[src/rtl/a1csa_vlat_ctrl.sv]
// Variable-latency controller for a block-speculative carry-select adder.
// Each block of B bits predicts its carry-in from the top bit pair of the
// block below. That guess gives a one-cycle result. When any guess is wrong,
// one extra RECOV cycle loads the exact sum. The only exception is when the
// operation asked for the approximate answer, which is returned flagged with
// err. Valid/ready handshakes sit on both sides, and only one op is in flight.
module a1csa_vlat_ctrl #(
  parameter int N = 16,
  parameter int B = 4
) (
  input  logic         clk,
  input  logic         rst_n,
  input  logic         in_valid,
  output logic         in_ready,
  input  logic [N-1:0] a,
  input  logic [N-1:0] b,
  input  logic         approx_only,
  output logic         out_valid,
  input  logic         out_ready,
  output logic [N-1:0] sum,
  output logic         cout,
  output logic         err,
  output logic         recovered,
  output logic [15:0]  err_cnt
);

  localparam int NB = N / B;

  typedef enum logic [1:0] {
    IDLE  = 2'd0,
    CALC  = 2'd1,
    RECOV = 2'd2,
    DONE  = 2'd3
  } state_t;

  state_t state, state_nxt;

  logic [N-1:0]  a_q, b_q;
  logic          approx_q;

  logic [N:0]    exact;
  logic [N-1:0]  spec_sum;
  logic          spec_cout;
  logic [NB-1:0] cin_spec, cin_true;
  logic [B:0]    blk;
  logic          mispredict;

  logic latch_ops, load_spec, load_exact, inc_cnt;

  // Speculative and exact sums of the latched operands, plus the misprediction flag.
  always_comb begin
    // NOTE: every variable gets a default before any branch so no latch is inferred.
    exact     = {1'b0, a_q} + {1'b0, b_q};
    spec_sum  = '0;
    spec_cout = 1'b0;
    cin_spec  = '0;
    cin_true  = '0;
    blk       = '0;
    // Block 0 always sees carry-in 0, so only blocks 1..NB-1 predict.
    for (int k = 1; k < NB; k++) begin
      cin_spec[k] = a_q[k*B-1] & b_q[k*B-1];
      // The true ripple carry into bit kB is recovered from the exact sum bit.
      cin_true[k] = exact[k*B] ^ a_q[k*B] ^ b_q[k*B];
    end
    for (int k = 0; k < NB; k++) begin
      blk = {1'b0, a_q[k*B +: B]} + {1'b0, b_q[k*B +: B]} + {{B{1'b0}}, cin_spec[k]};
      spec_sum[k*B +: B] = blk[B-1:0];
      spec_cout          = blk[B];
    end
    mispredict = |(cin_spec ^ cin_true);
  end

  // State register.
  always_ff @(posedge clk or negedge rst_n) begin
    if (!rst_n) state <= IDLE;
    // NOTE: sequential state uses non-blocking assignment so every flop samples pre-edge values.
    else        state <= state_nxt;
  end

  // Next state and datapath load strobes.
  always_comb begin
    state_nxt  = state;
    latch_ops  = 1'b0;
    load_spec  = 1'b0;
    load_exact = 1'b0;
    inc_cnt    = 1'b0;
    unique case (state)
      IDLE: begin
        if (in_valid) begin
          latch_ops = 1'b1;
          state_nxt = CALC;
        end
      end
      CALC: begin
        if (!mispredict) begin
          load_spec = 1'b1;
          state_nxt = DONE;
        end else if (approx_q) begin
          load_spec = 1'b1;
          inc_cnt   = 1'b1;
          state_nxt = DONE;
        end else begin
          inc_cnt   = 1'b1;
          state_nxt = RECOV;
        end
      end
      RECOV: begin
        load_exact = 1'b1;
        state_nxt  = DONE;
      end
      DONE: begin
        if (out_ready) state_nxt = IDLE;
      end
      default: state_nxt = IDLE;
    endcase
  end

  assign in_ready  = (state == IDLE);
  assign out_valid = (state == DONE);

  // Operand capture, result registers and saturating misprediction counter.
  always_ff @(posedge clk or negedge rst_n) begin
    // NOTE: these are plain flops, not memories, so every one of them is reset.
    if (!rst_n) begin
      a_q       <= '0;
      b_q       <= '0;
      approx_q  <= 1'b0;
      sum       <= '0;
      cout      <= 1'b0;
      err       <= 1'b0;
      recovered <= 1'b0;
      err_cnt   <= '0;
    end else begin
      if (latch_ops) begin
        a_q      <= a;
        b_q      <= b;
        approx_q <= approx_only;
      end
      if (load_spec) begin
        sum       <= spec_sum;
        cout      <= spec_cout;
        err       <= mispredict;
        recovered <= 1'b0;
      end
      if (load_exact) begin
        sum       <= exact[N-1:0];
        cout      <= exact[N];
        err       <= 1'b0;
        recovered <= 1'b1;
      end
      if (inc_cnt && (err_cnt != 16'hFFFF)) err_cnt <= err_cnt + 16'd1;
    end
  end

endmodule

[config.mk]
export PLATFORM = sky130hd
export DESIGN_NAME = a1csa_vlat_ctrl
export DESIGN_NICKNAME = d
export VERILOG_FILES = /design/src/rtl/a1csa_vlat_ctrl.sv
export SDC_FILE = /design/constraint.sdc
export NUM_CORES = 1
export LEC_CHECK = 0
export ABC_AREA = 1
export CAP_MARGIN = 10
export CORE_AREA = 2 2 102 104
export DETAILED_ROUTE_END_ITERATION = 8
export DIE_AREA = 0 0 104 106
export PLACE_DENSITY = 0.78
export RECOVER_POWER = 100
export SYNTH_ARGS = -nofsm -noshare
export SYNTH_HDL_FRONTEND = slang
export SYNTH_SLANG_ARGS = --single-unit
[constraint.sdc]
create_clock -name clk -period 5.91 [get_ports clk]
set_clock_uncertainty 0.1 [all_clocks]
set_input_delay 1.773 -clock clk [delete_from_list [all_inputs] [get_ports clk]]
set_output_delay 1.773 -clock clk [all_outputs]
set_load 0.1 [all_outputs]
======== After elaboration in Yosys (flattened, before gate mapping) ========
Cells that the tools add are included.
cells by class
  $add $sub $neg .......................... 9
  equal/unequal tests ..................... 6
  multiplexer cells ....................... 21
  bitwise operators ....................... 10
  reductions and logical operators ........ 5
operators by type and width
  cell                   count
  $mux 16                2
  $add 16x16->17         1
  $add 16x1->16 const B  1
  $mux 1                 16
  $ne 16x16->1 const B   1
  $add 4x4->4            3
  $add 4x1->4            2
  $pmux 2 s4             1
  $xor 1x1->1            6
  $add 4x4->5            1
  $add 5x1->5            1
  $eq 2x2->1 const B     2
  $mux 2                 2
  $reduce_or 4->1        1
  $xor 4x4->4            1
  $and 1x1->1            3
  $eq 2x1->1 const B     1
  $logic_not 2->1        1
  $ne 2x1->1 const B     1
  $ne 2x2->1 const B     1
  $reduce_and 2->1       1
  $reduce_bool 2->1      1
  $logic_and 1x1->1      1
storage, ports and cells
  register bits ........................... 70
  logic and storage cells ................. 60

======== Longest topological paths before layout ========
  depth in word-level cells ............... 9
  depth in mapped cells ................... 17
  depth with buffers taken out ............ 16

======== Worst setup path before layout ========
No wires, ideal clock.
  path type ............................... register -> output
  start ................................... register state[0]
  end ..................................... output in_ready
  data arrival time ....................... 1.300 ns
  required time ........................... 4.037 ns
  slack ................................... 2.737 ns
  stages on the path, launching flop included .. 3
  path through ............................ dfrtp_1 > inv_1 > ha_1
between the ends
  cells in the longest elaborated chain, start to end .. 1
ends and longest elaborated chain
  element                 RTL line  RTL
  start, declared         36        state_t state, state_nxt;
  start signal, assigned  77        else state <= state_nxt;
  $logic_not 2->1         118       assign in_ready = (state == IDLE);
  end, declared           14        output logic in_ready,
Every way passes these cells.

======== Final worst setup path ========
Same ends and word-level chain as after synthesis.

==> results.py <==
metrics = {
    "floorplan": {
        "die_area_mm2": 0.01102,
        "dieWidth_um": 104,
        "dieHeight_um": 106,
        "rows": 37,
        "coreArea_mm2": 0.01000,
        "initial_core_util_pct": 43.59,
        "io_pins": 74,
    },
    "route": {
        "antenna_left": 0,
        "wl_per_cell_um": 13.71,
        "via_per_inst": 5.053,
        "drc_errors": 0,
        "drtIter0Drc": 278,
        "wl_um": 9856,
        "first_pass_iters": 5,
        "num_vias": 3633,
    },
    "yosys": {
        "synth_seq_cells": 70,
        "synth_commonest_cells": "136 x nand2_1, 70 x dfrtp_1, 62 x inv_1",
        "synth_flop_cell": "dfrtp_1",
        "async_flop_share_pct": 100.0,
        "netlist-cell-type-count": 28,
        "yosysTopAreaCellShare_pct": 40.18,
        "post-synth-top-count-cell": "nand2_1",
        "ys_seq_area_share_pct": 40.18,
        "synth.area.top_cells": "dfrtp_1 40%, nand2_1 12%, mux2_2 7.5%",
        "avgSynthCellArea_um2": 8.598,
        "yosysWarnings": 0,
        "synth-edff-count": 0,
        "netlist_instances": 507,
        "syn_nets": 572,
        "syn_area_mm2": 0.004359,
        "yosysTopAreaCell": "dfrtp_1",
    },
    "worst_setup_path": {
        "endpoint_kind": "output pin",
        "start_kind": "flop",
        "crit_path_max_fanout": 4,
        "crit_arrival_ns": 2.31,
        "path_class": "reg -> out",
        "required_ns": 4.04,
        "rrSetupSlack_ns": 2.34,
    },
    "layout": {
        "syn2layout_area_growth_pct": 21.58,
        "diodes": 0,
        "final_nets": 643,
        "drive_gt1_share_pct": 8.576,
        "utilization_pct": 53.00,
    },
    "status": {
        "status": "finished with violations",
        "violations": "max-capacitance violations, max-slew violations",
    },
    "timing": {
        "fin_ws_ns": 1.725,
        "finalCritPeriodShare_pct": 70.81,
        "slew_headroom_pct": -26.48,
        "tightest_slew_ns": 1.897,
        "hold_violations": 0,
        "rsz0062_at_grt": "false",
        "fmax_mhz": 239.0,
        "finalSetupTns_ns": 0,
        "final_max_slew_viol_count": 74,
        "finalCriticalPeriod_ns": 4.185,
        "finalSetupViolCount": 0,
    },
    "global_routing": {
        "use_met2_pct": 30.22,
        "grt_pass1_wl_um": 16110,
        "grt_use_total_pct": 18.11,
        "gr-usage-met3_pct": 4.414,
        "met1_usage_pct": 23.37,
        "antenna_found_initial": 0,
        "grt_overflow": 0,
        "grt_max_degree": 38,
        "grt_pass1_vias": 3499,
        "busiest_layer": "met2",
    },
    "clocking": {
        "cts_setup_buffers": 0,
        "numClockSinks": 70,
        "cts_hold_buf": 0,
        "clock_tree.buffer_depth": 2,
        "h-tree-depth": 3,
        "cts_buffers": 9,
        "cts_resized": 0,
        "clk_latency_ns": 0.35,
        "clk_pin_slew_worst_paths_ns": 0.07,
        "cts_tree": "yes",
        "cts-root-buf": "clkbuf_8",
    },
    "place": {
        "port_buffers": 73,
        "gp_congestion": 0.9450,
        "dpl.hpwl_um": 7294,
        "dp_slack_ns": 2.147,
    },
    "flow_run": {
        "maxCapViolCount": 2,
    },
    "hold_path": {
        "hp-class": "reg -> reg",
    },
}
-- critical path: stages, from the launching register on --
cell           delay (ns)
dfrtp_1              0.41
inv_1                0.11
ha_1                 0.22
dlygate4sd3_1        1.22
-- logic make-up after synthesis --
kind of cell,after synthesis,share of synthesized area [%]
xor+xnor,27,5.425
mux,29,7.491
flops,70,40.18
compound gates,45,6.688
buf+inv,77,7.434
fa+ha+maj,28,9.242
simple gates,231,23.54
-- path summary, 6_finish.rpt --
path / startpoint / end / cells past startpoint
worst max-delay path: state[0] / in_ready / 3
worst min-delay path: approx_q / approx_q / 1
worst max register to register: a_q[0] / sum[12] / 15
worst min register to register: approx_q / approx_q / 1
max in group asynchronous: rst_n / a_q[8] / 2
min in group asynchronous: rst_n / err / 1
-- layout make-up --
type                    instances  area, um^2
clock buffers                  13       158.9
well taps                     136       170.2
multi-input cells             360        2208
fillers                       956        4700
repair buffers                 75       735.7
flip-flops and latches         70        1752
inverters                      62       232.7
clock inverters                 3       42.54
-- layout by cell type (no fill, tap or decap), types with 11 or more instances in the layout --
cell,count
clkbuf_8,11
dfrtp_1,70
clkdlybuf4s50_1,33
nor2_1,20
a21oi_1,18
xnor2_1,12
mux2_2,29
nand3_1,35
xor2_1,15
nand2_1,136
nand4_1,24
ha_1,21
o21ai_0,21
dlygate4sd3_1,39
inv_1,62
-- flip-flops by register name, summed over array words and instances (netlist names) --
register / flops
sum: 16
recovered: 1
err: 1
err_cnt: 16
cout: 1
a_q: 16
b_q: 16
state: 2
approx_q: 1
-- through the flow --
stage | hold slack (ns) | instance area (um^2) | instances
2_1_floorplan | 0.3793 | 4359 | 507
3_3_place_gp | 0.3948 | 5179 | 703
3_5_place_dp | 0.4037 | 5179 | 703
4_1_cts | 0.4206 | 5380 | 719
5_1_grt | 0.4264 | 5300 | 719
6_report | 0.4177 | 5300 | 719
-- metal layers --
layer | routed length (um) | share of wire (%)
met3 | 455 | 4.6
met4 | 139 | 1.4
met2 | 4835 | 49
met1 | 4427 | 45
met5 | 0 | 0
Power is left out: the tool's default activity adds up to more than one toggle a clock period on the data nets, which glitch-free logic cannot reach.
